## config.mk

```make
export PLATFORM = sky130hd
export DESIGN_NAME = router_fsm_flat
export DESIGN_NICKNAME = d
export VERILOG_FILES = /design/src/rtl/router_fsm_if.sv /design/src/rtl/router_fsm.sv /design/src/flat_wrapper.sv
export SDC_FILE = /design/constraint.sdc
export NUM_CORES = 1
export LEC_CHECK = 0
export ABC_AREA = 1
export BUFFER_PORTS_ARGS = -buffer_cell sky130_fd_sc_hd__buf_2
export CORE_AREA = 2 2 39 41
export CTS_CLUSTER_DIAMETER = 50
export DETAILED_ROUTE_END_ITERATION = 6
export DIE_AREA = 0 0 41 43
export HOLD_SLACK_MARGIN = 0.15
export PLACE_DENSITY = 0.6
export SLEW_MARGIN = 20
export SYNTH_ARGS = -nofsm -noshare
export SYNTH_HDL_FRONTEND = slang
export SYNTH_SLANG_ARGS = --single-unit
export TNS_END_PERCENT = 5
```

## constraint.sdc

```tcl
create_clock -name clk -period 1.7 [get_ports clk]
set_input_delay 0.085 -clock clk [delete_from_list [all_inputs] [get_ports clk]]
set_output_delay 0.085 -clock clk [all_outputs]
set_load 0.05 [all_outputs]
```

## src/rtl/router_fsm_if.sv

```systemverilog
// Handshake/status bundle between the 1x3 router control FSM and its
// source, synchronizer, FIFOs and register block.
interface router_fsm_if;
  logic       pkt_valid;
  logic [1:0] data_in;
  logic       fifo_full;
  logic       fifo_empty_0;
  logic       fifo_empty_1;
  logic       fifo_empty_2;
  logic       soft_reset_0;
  logic       soft_reset_1;
  logic       soft_reset_2;
  logic       parity_done;
  logic       low_pkt_valid;
  logic       detect_add;
  logic       lfd_state;
  logic       ld_state;
  logic       laf_state;
  logic       full_state;
  logic       rst_int_reg;
  logic       write_enb_reg;
  logic       busy;

  // Environment side: source, synchronizer, FIFOs and register block
  modport master (
    output pkt_valid, data_in, fifo_full,
    output fifo_empty_0, fifo_empty_1, fifo_empty_2,
    output soft_reset_0, soft_reset_1, soft_reset_2,
    output parity_done, low_pkt_valid,
    input  detect_add, lfd_state, ld_state, laf_state,
    input  full_state, rst_int_reg, write_enb_reg, busy
  );

  // Control FSM side
  modport slave (
    input  pkt_valid, data_in, fifo_full,
    input  fifo_empty_0, fifo_empty_1, fifo_empty_2,
    input  soft_reset_0, soft_reset_1, soft_reset_2,
    input  parity_done, low_pkt_valid,
    output detect_add, lfd_state, ld_state, laf_state,
    output full_state, rst_int_reg, write_enb_reg, busy
  );
endinterface

```

## src/rtl/router_fsm.sv

```systemverilog
// Control FSM of the 1x3 router: header decode and FIFO load sequencing.
// Define ROUTER_FSM_DBG_EN to expose the raw state encoding on state_dbg.
module router_fsm (
  input  logic        clk,
  input  logic        reset,
  router_fsm_if.slave bus
`ifdef ROUTER_FSM_DBG_EN
  ,
  output logic [2:0]  state_dbg
`endif
);

  typedef enum logic [2:0] {
    DECODE_ADDRESS     = 3'd0,
    LOAD_FIRST_DATA    = 3'd1,
    LOAD_DATA          = 3'd2,
    LOAD_PARITY        = 3'd3,
    FIFO_FULL_STATE    = 3'd4,
    LOAD_AFTER_FULL    = 3'd5,
    WAIT_TILL_EMPTY    = 3'd6,
    CHECK_PARITY_ERROR = 3'd7
  } state_t;

  state_t     state_r;
  state_t     state_nxt_s;
  logic [1:0] addr_r;
  logic       sel_empty_s;
  logic       sel_srst_s;
  logic       hdr_empty_s;

  // Status of the FIFO picked by the latched address
  always_comb begin
    sel_empty_s = 1'b0;
    sel_srst_s  = 1'b0;
    case (addr_r)
      2'd0:    begin sel_empty_s = bus.fifo_empty_0; sel_srst_s = bus.soft_reset_0; end
      2'd1:    begin sel_empty_s = bus.fifo_empty_1; sel_srst_s = bus.soft_reset_1; end
      2'd2:    begin sel_empty_s = bus.fifo_empty_2; sel_srst_s = bus.soft_reset_2; end
      default: begin sel_empty_s = 1'b0;             sel_srst_s = 1'b0;             end
    endcase
  end

  // Empty flag of the FIFO addressed by the incoming header byte
  always_comb begin
    hdr_empty_s = 1'b0;
    case (bus.data_in)
      2'd0:    hdr_empty_s = bus.fifo_empty_0;
      2'd1:    hdr_empty_s = bus.fifo_empty_1;
      2'd2:    hdr_empty_s = bus.fifo_empty_2;
      default: hdr_empty_s = 1'b0;
    endcase
  end

  // State register
  always_ff @(posedge clk or negedge reset) begin
    if (!reset) begin
      state_r <= DECODE_ADDRESS;
    end else begin
      state_r <= state_nxt_s;
    end
  end

  // Header address latch
  always_ff @(posedge clk or negedge reset) begin
    if (!reset) begin
      addr_r <= 2'd0;
    end else if ((state_r == DECODE_ADDRESS) && bus.pkt_valid) begin
      addr_r <= bus.data_in;
    end else begin
      addr_r <= addr_r;
    end
  end

  // Next-state logic; a soft reset of the selected FIFO beats every transition
  always_comb begin
    state_nxt_s = state_r;
    if ((state_r != DECODE_ADDRESS) && sel_srst_s) begin
      state_nxt_s = DECODE_ADDRESS;
    end else begin
      case (state_r)
        DECODE_ADDRESS: begin
          if (bus.pkt_valid && (bus.data_in != 2'd3)) begin
            state_nxt_s = hdr_empty_s ? LOAD_FIRST_DATA : WAIT_TILL_EMPTY;
          end else begin
            state_nxt_s = DECODE_ADDRESS;
          end
        end
        LOAD_FIRST_DATA: state_nxt_s = LOAD_DATA;
        LOAD_DATA: begin
          if (bus.fifo_full) begin
            state_nxt_s = FIFO_FULL_STATE;
          end else if (!bus.pkt_valid) begin
            state_nxt_s = LOAD_PARITY;
          end else begin
            state_nxt_s = LOAD_DATA;
          end
        end
        FIFO_FULL_STATE: begin
          state_nxt_s = bus.fifo_full ? FIFO_FULL_STATE : LOAD_AFTER_FULL;
        end
        LOAD_AFTER_FULL: begin
          if (bus.parity_done) begin
            state_nxt_s = DECODE_ADDRESS;
          end else if (bus.low_pkt_valid) begin
            state_nxt_s = LOAD_PARITY;
          end else begin
            state_nxt_s = LOAD_DATA;
          end
        end
        LOAD_PARITY:        state_nxt_s = CHECK_PARITY_ERROR;
        CHECK_PARITY_ERROR: state_nxt_s = bus.fifo_full ? FIFO_FULL_STATE : DECODE_ADDRESS;
        WAIT_TILL_EMPTY:    state_nxt_s = sel_empty_s ? LOAD_FIRST_DATA : WAIT_TILL_EMPTY;
        default:            state_nxt_s = DECODE_ADDRESS;
      endcase
    end
  end

  // Moore output decode; busy is low only in DECODE_ADDRESS and LOAD_DATA
  always_comb begin
    bus.detect_add    = (state_r == DECODE_ADDRESS);
    bus.lfd_state     = (state_r == LOAD_FIRST_DATA);
    bus.ld_state      = (state_r == LOAD_DATA);
    bus.laf_state     = (state_r == LOAD_AFTER_FULL);
    bus.full_state    = (state_r == FIFO_FULL_STATE);
    bus.rst_int_reg   = (state_r == CHECK_PARITY_ERROR);
    bus.write_enb_reg = (state_r == LOAD_DATA) || (state_r == LOAD_PARITY) ||
                        (state_r == LOAD_AFTER_FULL);
    bus.busy          = (state_r != DECODE_ADDRESS) && (state_r != LOAD_DATA);
  end

`ifdef ROUTER_FSM_DBG_EN
  assign state_dbg = state_r;
`endif

endmodule

```

## src/flat_wrapper.sv

```systemverilog
// flat-port wrapper written by rule: the top's interface ports become plain ports
module router_fsm_flat 
  (clk, reset, bus_pkt_valid, bus_data_in, bus_fifo_full, bus_fifo_empty_0, bus_fifo_empty_1, bus_fifo_empty_2, bus_soft_reset_0, bus_soft_reset_1, bus_soft_reset_2, bus_parity_done, bus_low_pkt_valid, bus_detect_add, bus_lfd_state, bus_ld_state, bus_laf_state, bus_full_state, bus_rst_int_reg, bus_write_enb_reg, bus_busy);
  router_fsm_if bus_i ();
  input  logic clk;
  input  logic reset;
  input wire logic [$bits(bus_i.pkt_valid)-1:0] bus_pkt_valid;
  input wire logic [$bits(bus_i.data_in)-1:0] bus_data_in;
  input wire logic [$bits(bus_i.fifo_full)-1:0] bus_fifo_full;
  input wire logic [$bits(bus_i.fifo_empty_0)-1:0] bus_fifo_empty_0;
  input wire logic [$bits(bus_i.fifo_empty_1)-1:0] bus_fifo_empty_1;
  input wire logic [$bits(bus_i.fifo_empty_2)-1:0] bus_fifo_empty_2;
  input wire logic [$bits(bus_i.soft_reset_0)-1:0] bus_soft_reset_0;
  input wire logic [$bits(bus_i.soft_reset_1)-1:0] bus_soft_reset_1;
  input wire logic [$bits(bus_i.soft_reset_2)-1:0] bus_soft_reset_2;
  input wire logic [$bits(bus_i.parity_done)-1:0] bus_parity_done;
  input wire logic [$bits(bus_i.low_pkt_valid)-1:0] bus_low_pkt_valid;
  output wire logic [$bits(bus_i.detect_add)-1:0] bus_detect_add;
  output wire logic [$bits(bus_i.lfd_state)-1:0] bus_lfd_state;
  output wire logic [$bits(bus_i.ld_state)-1:0] bus_ld_state;
  output wire logic [$bits(bus_i.laf_state)-1:0] bus_laf_state;
  output wire logic [$bits(bus_i.full_state)-1:0] bus_full_state;
  output wire logic [$bits(bus_i.rst_int_reg)-1:0] bus_rst_int_reg;
  output wire logic [$bits(bus_i.write_enb_reg)-1:0] bus_write_enb_reg;
  output wire logic [$bits(bus_i.busy)-1:0] bus_busy;
  assign bus_i.pkt_valid = bus_pkt_valid;
  assign bus_i.data_in = bus_data_in;
  assign bus_i.fifo_full = bus_fifo_full;
  assign bus_i.fifo_empty_0 = bus_fifo_empty_0;
  assign bus_i.fifo_empty_1 = bus_fifo_empty_1;
  assign bus_i.fifo_empty_2 = bus_fifo_empty_2;
  assign bus_i.soft_reset_0 = bus_soft_reset_0;
  assign bus_i.soft_reset_1 = bus_soft_reset_1;
  assign bus_i.soft_reset_2 = bus_soft_reset_2;
  assign bus_i.parity_done = bus_parity_done;
  assign bus_i.low_pkt_valid = bus_low_pkt_valid;
  assign bus_detect_add = bus_i.detect_add;
  assign bus_lfd_state = bus_i.lfd_state;
  assign bus_ld_state = bus_i.ld_state;
  assign bus_laf_state = bus_i.laf_state;
  assign bus_full_state = bus_i.full_state;
  assign bus_rst_int_reg = bus_i.rst_int_reg;
  assign bus_write_enb_reg = bus_i.write_enb_reg;
  assign bus_busy = bus_i.busy;
  router_fsm u_core (.clk(clk), .reset(reset), .bus(bus_i));
endmodule
```

======== Word-level counts from Yosys, hierarchy flattened ========
Index checks and enable logic that the tools add are counted.
storage, ports and cells
  flip-flop bits (word level) ............. 5
  input bits .............................. 14
  logic and storage cells ................. 39
operators by class
  eq/ne operators ......................... 13
  muxes and demuxes ....................... 14
  reduce and logical (&&, ||, !) cells .... 10
operators by type and width
  kind                  number
  $pmux W3 S8           1
  $mux W3               7
  $eq A3 B3 Y1 const B  4
  $pmux W1 S3           3
  $eq A3 B2 Y1 const B  2
  $eq A2 B1 Y1 const B  2
  $eq A2 B2 Y1 const B  2
  $logic_and A1 B1 Y1   4
  $logic_not A2 Y1      2
  $eq A3 B1 Y1 const B  1
  $logic_not A3 Y1      1
  $mux W1               3
  $ne A3 B2 Y1 const B  1
  $reduce_bool A3 Y1    1
  $logic_or A1 B1 Y1    2
  $ne A2 B2 Y1 const B  1

======== Logic depth before layout (Yosys ltp) ========
Gate-level depths: netlist (run 1).
  depth after elaboration ................. 6
  gate-level depth with buffers ........... 8

======== Worst setup path after synthesis (run 1) ========
Ideal clock, no wire load.
  path type ............................... register -> register
  from .................................... register u_core.state_r[1]
  to ...................................... register u_core.state_r[1]
  library setup time ...................... 0.071 ns
  arrival time ............................ 1.475 ns
  data required time ...................... 1.629 ns
  slack ................................... 0.154 ns
  cell stages (with the launch flop) ...... 7
  period minus slack after synthesis ...... 1.546 ns
  path through ............................ dfrtp_1 buf_2 nor3_2 a21oi_1 nand2_1 nor2_1 nor2_1
on the way
  word-level cells in the longest chain between the ends .. 3
  elaborated cells on any way between the ends .. 12
  classes of those cells .................. eq/ne: 7; mux: 2; reduce/logical: 3
RTL lines
  element                    RTL line            source
  from (decl)                router_fsm.sv:24    state_t state_r;
  from (signal assigned)     router_fsm.sv:59    state_r <= state_nxt_s;
  $eq A3 B1 Y1               n/a
  net bus_lfd_state          flat_wrapper.sv:19  output wire logic [$bits(bus_i.lfd_state)-1:0] bus_lfd_state;
  $pmux W3 S8                router_fsm.sv:80    case (state_r)
  $mux W3                    router_fsm.sv:77    if ((state_r != DECODE_ADDRESS) && sel_srst_s) begin
  net u_core.state_nxt_s[1]  router_fsm.sv:25    state_t state_nxt_s;
The timed path passes the listed nets, and every way through them passes these cells.
A chain may end at the register's enable or synchronous reset.

======== Worst setup path in the final report (run 1) ========
  from .................................... register u_core.state_r[1]
  to ...................................... output bus_detect_add
on the way
  word-level cells in the longest chain between the ends .. 1
RTL lines
  element           RTL line            source
  $logic_not A3 Y1  router_fsm.sv:120   bus.detect_add = (state_r == DECODE_ADDRESS);
  to (decl)         flat_wrapper.sv:18  output wire logic [$bits(bus_i.detect_add)-1:0] bus_detect_add;
Every way passes these cells.

==> run_summary.xml, run 1 <==
<?xml version="1.0" encoding="UTF-8"?>
<metrics>
  <group name="yosys">
    <metric name="synth_top_area_cell" unit="">dfrtp_1</metric>
    <metric name="instance_count_of_the_mapped_netlist" unit="">80</metric>
    <metric name="synth_edf_count" unit="">0</metric>
    <metric name="synth_seq_cells" unit="">5</metric>
    <metric name="synth-main-ff-cell" unit="">dfrtp_1</metric>
    <metric name="synthesis.yosys.warnings" unit="">0</metric>
    <metric name="synth.cell_area" unit="sq um">460</metric>
    <metric name="synth_area_per_cell" unit="sq um">5.76</metric>
    <metric name="synthesized_netlist_net_count" unit="">94</metric>
    <metric name="synth-async-reset-ratio" unit="%">100</metric>
    <metric name="synth_seq_area_share" unit="%">27.2</metric>
    <metric name="synth_area_leaders" unit="">dfrtp_1 (27%), nand3_1 (17%), nand2_1 (14%)</metric>
    <metric name="yosys.area.top_type_share" unit="%">27.2</metric>
    <metric name="synth.lib_cells_used.distinct" unit="">15</metric>
  </group>
  <group name="worst_setup_path">
    <metric name="worst-setup-path-type" unit="">reg -&gt; out</metric>
    <metric name="path_max_fanout" unit="">9</metric>
    <metric name="worst-endpoint-required" unit="ps">1620</metric>
    <metric name="critPathCaptureType" unit="">output pin</metric>
    <metric name="rr_endpoint" unit="">u_core.state_r[0]$_DFF_PN0_</metric>
    <metric name="critPathArrivalTime" unit="ps">1340</metric>
    <metric name="crit-reg2reg-launch" unit="">u_core.state_r[1]$_DFF_PN0_</metric>
    <metric name="worst_setup_path_start_kind" unit="">flop</metric>
    <metric name="internal_reg_to_reg_setup_slack" unit="ps">510</metric>
    <metric name="r2r.worst_path.cells" unit="">7</metric>
  </group>
  <group name="pwr">
    <metric name="power_frac_clock" unit="%">11.1</metric>
    <metric name="finalPower" unit="mW">1.27</metric>
    <metric name="power.share.combinational" unit="%">67.5</metric>
    <metric name="leakage" unit="nW">0.399</metric>
    <metric name="sequentialPowerShare" unit="%">21.4</metric>
    <metric name="sw_frac_of_total" unit="%">60.3</metric>
    <metric name="p_switching" unit="uW">767</metric>
    <metric name="cell_internal_power_dissipation" unit="uW">505</metric>
    <metric name="power_density" unit="nW/um^2">1990</metric>
    <metric name="peak_supply_drop" unit="uV">688</metric>
  </group>
  <group name="final_layout">
    <metric name="layout.cells.most_common" unit="">buf_2</metric>
    <metric name="area.growth.synth_to_final" unit="%">38.6</metric>
    <metric name="most-common-layout-cells" unit="">buf_2 (21), nand2_1 (17), nand3_1 (16)</metric>
    <metric name="design.final.nets" unit="">122</metric>
    <metric name="diodes" unit="">0</metric>
    <metric name="post_route_cells_drive_above_1_share" unit="%">33.6</metric>
    <metric name="layout_cells_excl_fill" unit="">123</metric>
  </group>
  <group name="clocking">
    <metric name="numCtsBuffers" unit="">3</metric>
    <metric name="cts-resized-gates" unit="">0</metric>
    <metric name="clk_root_buffer_cell" unit="">clkbuf_4</metric>
    <metric name="clkLatencyLatePin" unit="ps">250</metric>
    <metric name="post_cts.repair.setup_buffers" unit="">0</metric>
    <metric name="cts.htree.levels" unit="">1</metric>
    <metric name="cts.path.max_buffers" unit="">2</metric>
    <metric name="clk_pin_slew_worst_paths" unit="ps">50</metric>
    <metric name="cts_num_sinks" unit="">5</metric>
    <metric name="cts_tree" unit="">yes</metric>
  </group>
  <group name="sta">
    <metric name="final_period_util" unit="%">83.6</metric>
    <metric name="finalSetupTns" unit="ps">0</metric>
    <metric name="final_max_slew_viol_count" unit="">0</metric>
    <metric name="hold_viol" unit="">0</metric>
    <metric name="timing_worst_slew_pin_value" unit="ps">302</metric>
    <metric name="finalSetupViolations" unit="">0</metric>
    <metric name="slew_headroom" unit="%">79.9</metric>
    <metric name="unrepaired_setup_endpoints_after_global_routing" unit="">no</metric>
    <metric name="period_minus_slack" unit="ps">1420</metric>
    <metric name="layout_skew" unit="ps">5.32</metric>
    <metric name="fmax" unit="MHz">704</metric>
  </group>
  <group name="die">
    <metric name="floorplan.core_area" unit="sq um">1380</metric>
    <metric name="placement_rows" unit="">14</metric>
    <metric name="initial_core_util" unit="%">33.3</metric>
    <metric name="die_area" unit="sq um">1760</metric>
    <metric name="boundaryPins" unit="">22</metric>
    <metric name="die_height" unit="um">43</metric>
    <metric name="die_x" unit="um">41</metric>
  </group>
  <group name="run">
    <metric name="cap_violations" unit="">0</metric>
  </group>
  <group name="global_routing">
    <metric name="global_route.overflow_total" unit="">0</metric>
    <metric name="largest_net_degree_at_the_start_of_global_routing" unit="">10</metric>
    <metric name="grt_antenna_before_repair" unit="">0</metric>
    <metric name="first_global_vias" unit="">508</metric>
    <metric name="track_usage" unit="%">16.0</metric>
    <metric name="grt_pass1_wl" unit="mm">1.93</metric>
  </group>
  <group name="placement">
    <metric name="routabilityCongestion" unit="">0.722</metric>
    <metric name="placedCellCount" unit="">116</metric>
    <metric name="place.port_buffers" unit="">21</metric>
    <metric name="detailed_place_hpwl" unit="um">953</metric>
  </group>
  <group name="detailed_routing">
    <metric name="ant_nets" unit="">0</metric>
    <metric name="detail_route.drc_violations" unit="">0</metric>
    <metric name="vias" unit="">581</metric>
    <metric name="detail_route.iter0.violations" unit="">7</metric>
    <metric name="drt-pass1-iter-count" unit="">4</metric>
    <metric name="vias_per_cell" unit="">4.72</metric>
    <metric name="postRouteWirelength" unit="mm">1.14</metric>
    <metric name="routedWlPerCell" unit="um">9.23</metric>
  </group>
  <group name="status">
    <metric name="outcome" unit="">completed</metric>
  </group>
  <group name="min_path">
    <metric name="worst_hold_path_type" unit="">in -&gt; async</metric>
  </group>
</metrics>
-- what timing repair did --
item                                   4_1_cts  5_1_grt
hold buffers                                 3        0
setup endpoints to repair                    0        0
endpoints found under the hold margin        7        0
-- logic make-up after synthesis --
family                 after synthesis  synth area share [%]
AO/OA/AOI/OAI                        7                  7.61
buffers and inverters               18                  14.9
flip-flops                           5                  27.2
AND/OR/NAND/NOR                     50                  50.3
-- layer usage --
metal	share of wire [%]	global-route usage, %
met3	4.1	0
met2	55	27.8
met1	39	17.0
met4	1.9	12.0
met5	0	0
-- Yosys cell counts (2+ instances only) --
library cell / number
inv_1: 12
nor2_1: 10
a21oi_1: 3
dfrtp_1: 5
inv_2: 5
nand2_1: 17
o21ai_1: 3
nand2_2: 2
nor2_2: 2
nand3_1: 16
-- worst max-delay path, cell delays in order, from the launching register on --
cell and delay (ps):
dfrtp_1 480, nor2_2 180, nand2_2 90, inv_2 80, buf_2 260
-- metrics by stage --
stage / setup slack, ps / hold slack, ps / utilization, % / area (sq um)
floorplan: 154 / -211 / - / 460
global placement: 535 / -93.3 / 42.0 / 581
detailed placement: 513 / -91.6 / 42.0 / 581
CTS: 270 / 181 / 46.1 / 638
global route: 175 / 217 / 46.1 / 638
finish: 279 / 184 / 46.1 / 638
-- final cells by class --
type,instances,area [sq um]
inverters,17,63.8
clock buffers,3,22.5
multi-input cells,57,267
repair buffers,24,135
well taps,16,20.0
clock inverters,1,5.00
flip-flops and latches,5,125
fillers,150,746
-- flip-flops by register name, summed over array words and instances, names as in the netlist --
name,cells
u_core.addr_r,2
u_core.state_r,3
-- worst max path at each step --
stage                                             end                   startpoint  depth (start not counted)  slack, ps
final                                  bus_detect_add  u_core.state_r[1]$_DFF_PN0_                          4        280
after global routing                   bus_detect_add  u_core.state_r[1]$_DFF_PN0_                          4        180
after CTS                              bus_detect_add  u_core.state_r[1]$_DFF_PN0_                          4        270
after detailed placement  u_core.state_r[0]$_DFF_PN0_  u_core.state_r[1]$_DFF_PN0_                          7        510
after global placement    u_core.state_r[0]$_DFF_PN0_  u_core.state_r[1]$_DFF_PN0_                          7        530
after floorplan           u_core.state_r[1]$_DFF_PN0_  u_core.state_r[1]$_DFF_PN0_                          6        150
-- power by group through the flow --
stage	combinational, mW	clock [mW]	sequential (mW)
after global placement	0.860	0	0.272
final	0.859	0.141	0.272
after global routing	0.956	0.148	0.285
after detailed placement	0.858	0	0.272
after CTS	0.867	0.145	0.272
after floorplan	0.731	0	0.230
No activity file was read; power rests on OpenSTA's default activity.
==> inputs of run 2 (changes only) <==
Settings changed: PLACE_DENSITY 0.6 to 0.62.
Clock period 1.7 ns to 1.2 ns, I/O delays scaled along.
==> run_summary.xml, run 2 (synthesis results as in run 1) <==
<?xml version="1.0" encoding="UTF-8"?>
<metrics>
  <group name="final_layout">
    <metric name="filler_cell_count" unit="">129</metric>
    <metric name="layout_cells_excl_fill" unit="">131</metric>
    <metric name="design.final.nets" unit="">130</metric>
    <metric name="final_core_util" unit="%">58.5</metric>
    <metric name="post_route_cells_drive_above_1_share" unit="%">42.6</metric>
    <metric name="diodes" unit="">0</metric>
    <metric name="largest-register" unit="">u_core.state_r</metric>
    <metric name="most-common-layout-cells" unit="">nand3_1 (15), nand2_1 (15), buf_2 (13)</metric>
    <metric name="largest_register_ffs" unit="">3</metric>
    <metric name="fin_area" unit="sq um">810</metric>
    <metric name="largestRegisters" unit="">u_core.state_r: 3 flops, u_core.addr_r: 2 flops</metric>
    <metric name="area.growth.synth_to_final" unit="%">75.8</metric>
  </group>
  <group name="worst_setup_path">
    <metric name="path_max_fanout" unit="">6</metric>
    <metric name="crit_path_max_incr_delay" unit="ps">450</metric>
    <metric name="worst-endpoint-required" unit="ps">1140</metric>
    <metric name="critPathArrivalTime" unit="ps">1220</metric>
    <metric name="cpMaxStageDelayCell" unit="">dfrtp_2</metric>
    <metric name="worst-setup-path-type" unit="">reg -&gt; out</metric>
    <metric name="worst_setup_path_start_kind" unit="">flop</metric>
    <metric name="cp_top_family" unit="">flip-flops</metric>
    <metric name="critPathCaptureType" unit="">output pin</metric>
    <metric name="cp_cell_sequence" unit="">buf_4 -&gt; nand3_2 -&gt; nand2_2 -&gt; inv_1 -&gt; buf_6</metric>
    <metric name="cp_num_buf_inv" unit="">3</metric>
  </group>
  <group name="die">
    <metric name="die_x" unit="um">41</metric>
    <metric name="initial_core_util" unit="%">33.3</metric>
    <metric name="die_height" unit="um">43</metric>
    <metric name="boundaryPins" unit="">22</metric>
    <metric name="placement_rows" unit="">14</metric>
    <metric name="die_area" unit="sq um">1760</metric>
    <metric name="floorplan.core_area" unit="sq um">1380</metric>
  </group>
  <group name="placement">
    <metric name="routabilityCongestion" unit="">0.728</metric>
    <metric name="place.port_buffers" unit="">21</metric>
    <metric name="dpl-instance-area" unit="sq um">611</metric>
    <metric name="dpl_worst_slack" unit="ps">18.8</metric>
    <metric name="placedCellCount" unit="">118</metric>
    <metric name="detailed_place_hpwl" unit="um">991</metric>
  </group>
  <group name="global_routing">
    <metric name="first_global_vias" unit="">569</metric>
    <metric name="grt_pass1_wl" unit="mm">2.10</metric>
    <metric name="grt_antenna_before_repair" unit="">0</metric>
    <metric name="track_usage" unit="%">17.7</metric>
    <metric name="global_route.overflow_total" unit="">0</metric>
    <metric name="largest_net_degree_at_the_start_of_global_routing" unit="">8</metric>
  </group>
  <group name="clocking">
    <metric name="clk_pin_slew_worst_paths" unit="ps">40</metric>
    <metric name="clk_root_buffer_cell" unit="">clkbuf_4</metric>
    <metric name="cts.htree.levels" unit="">1</metric>
    <metric name="numCtsBuffers" unit="">3</metric>
    <metric name="cts_tree" unit="">yes</metric>
    <metric name="cts_num_sinks" unit="">5</metric>
    <metric name="clkLatencyLatePin" unit="ps">250</metric>
    <metric name="cts.path.max_buffers" unit="">2</metric>
  </group>
  <group name="sta">
    <metric name="finalSetupViolations" unit="">7</metric>
    <metric name="slew_headroom" unit="%">88.4</metric>
    <metric name="unrepaired_setup_endpoints_after_global_routing" unit="">yes</metric>
    <metric name="layout_skew" unit="ps">1.88</metric>
    <metric name="hold_viol" unit="">0</metric>
    <metric name="final_period_util" unit="%">107</metric>
    <metric name="fin_ws" unit="ps">-78.6</metric>
    <metric name="period_minus_slack" unit="ps">1280</metric>
    <metric name="final_max_slew_viol_count" unit="">0</metric>
    <metric name="fmax" unit="MHz">782</metric>
    <metric name="finalSetupTns" unit="ps">-294</metric>
    <metric name="timing_worst_slew_pin_value" unit="ps">174</metric>
    <metric name="tightest_hold_margin" unit="ps">146</metric>
  </group>
  <group name="detailed_routing">
    <metric name="vias_per_cell" unit="">4.74</metric>
    <metric name="ant_nets" unit="">0</metric>
    <metric name="detail_route.drc_violations" unit="">0</metric>
    <metric name="vias" unit="">621</metric>
    <metric name="drt-pass1-iter-count" unit="">5</metric>
    <metric name="postRouteWirelength" unit="mm">1.32</metric>
    <metric name="detail_route.iter0.violations" unit="">10</metric>
    <metric name="routedWlPerCell" unit="um">10.0</metric>
  </group>
  <group name="pwr">
    <metric name="power_density" unit="nW/um^2">2890</metric>
    <metric name="peak_supply_drop" unit="uV">1120</metric>
    <metric name="finalPower" unit="mW">2.34</metric>
    <metric name="leakage" unit="nW">0.459</metric>
  </group>
  <group name="run">
    <metric name="cap_violations" unit="">0</metric>
  </group>
  <group name="min_path">
    <metric name="worst_hold_path_type" unit="">in -&gt; async</metric>
  </group>
  <group name="status">
    <metric name="failed_checks" unit="">negative setup slack</metric>
    <metric name="outcome" unit="">finished, violations left</metric>
  </group>
</metrics>
## run 2: final cells by class
| type | instances | area, sq um | share of cell area (%) |
|---|---|---|---|
| Multi-Input combinational cell | 57 | 303 | 37.4 |
| Timing Repair Buffer | 32 | 263 | 32.5 |
| Sequential cell | 5 | 129 | 15.9 |
| Inverter | 17 | 68.8 | 8.50 |
| Clock buffer | 4 | 26.3 | 3.25 |
| Tap cell | 16 | 20.0 | 2.47 |
## run 2: what timing repair did
item | CTS | global route
pin swaps | 2 | 5
buffers inserted | 5 | 0
hold buffers | 3 | 1
endpoints found under the setup margin | 8 | 13
gates resized for setup | 21 | 8
endpoints found under the hold margin | 7 | 2
## run 2: worst register-to-register path, stage by stage, from the launching register on
cell and delay, ps:
dfrtp_2 450, buf_4 160, nand3_1 90, nand2_1 70, nor2_1 90, nand3_1 70
nor2_1 90, nor2_1 40
## run 2: final timing paths
path	slack (ps)	start	end	cells after the start
max in group asynchronous	900	reset	u_core.state_r[2]$_DFF_PN0_	2
worst min register to register	540	u_core.addr_r[1]$_DFFE_PN0P_	u_core.addr_r[1]$_DFFE_PN0P_	2
min in group clk	150	bus_low_pkt_valid	u_core.state_r[0]$_DFF_PN0_	5
worst min-delay path	150	reset	u_core.state_r[1]$_DFF_PN0_	2
worst max register to register	10	u_core.state_r[1]$_DFF_PN0_	u_core.state_r[0]$_DFF_PN0_	7
worst max-delay path	-80	u_core.state_r[1]$_DFF_PN0_	bus_busy	5
## run 2: where the power goes
group          switching [mW]  total [mW]  internal (mW)  leakage [nW]
Clock                  0.0738       0.200          0.126        0.0150
Combinational            1.05        1.75          0.697         0.385
Sequential              0.134       0.393          0.258        0.0592
## run 2: metal layers
metal / vias up / global-route usage [%] / wire [um]
met5: - / 0 / 0
met4: 0 / 10.0 / 44
met3: 5 / 1.57 / 59
met2: 23 / 32.8 / 731
met1: 273 / 17.0 / 480
li1: 320 / - / -
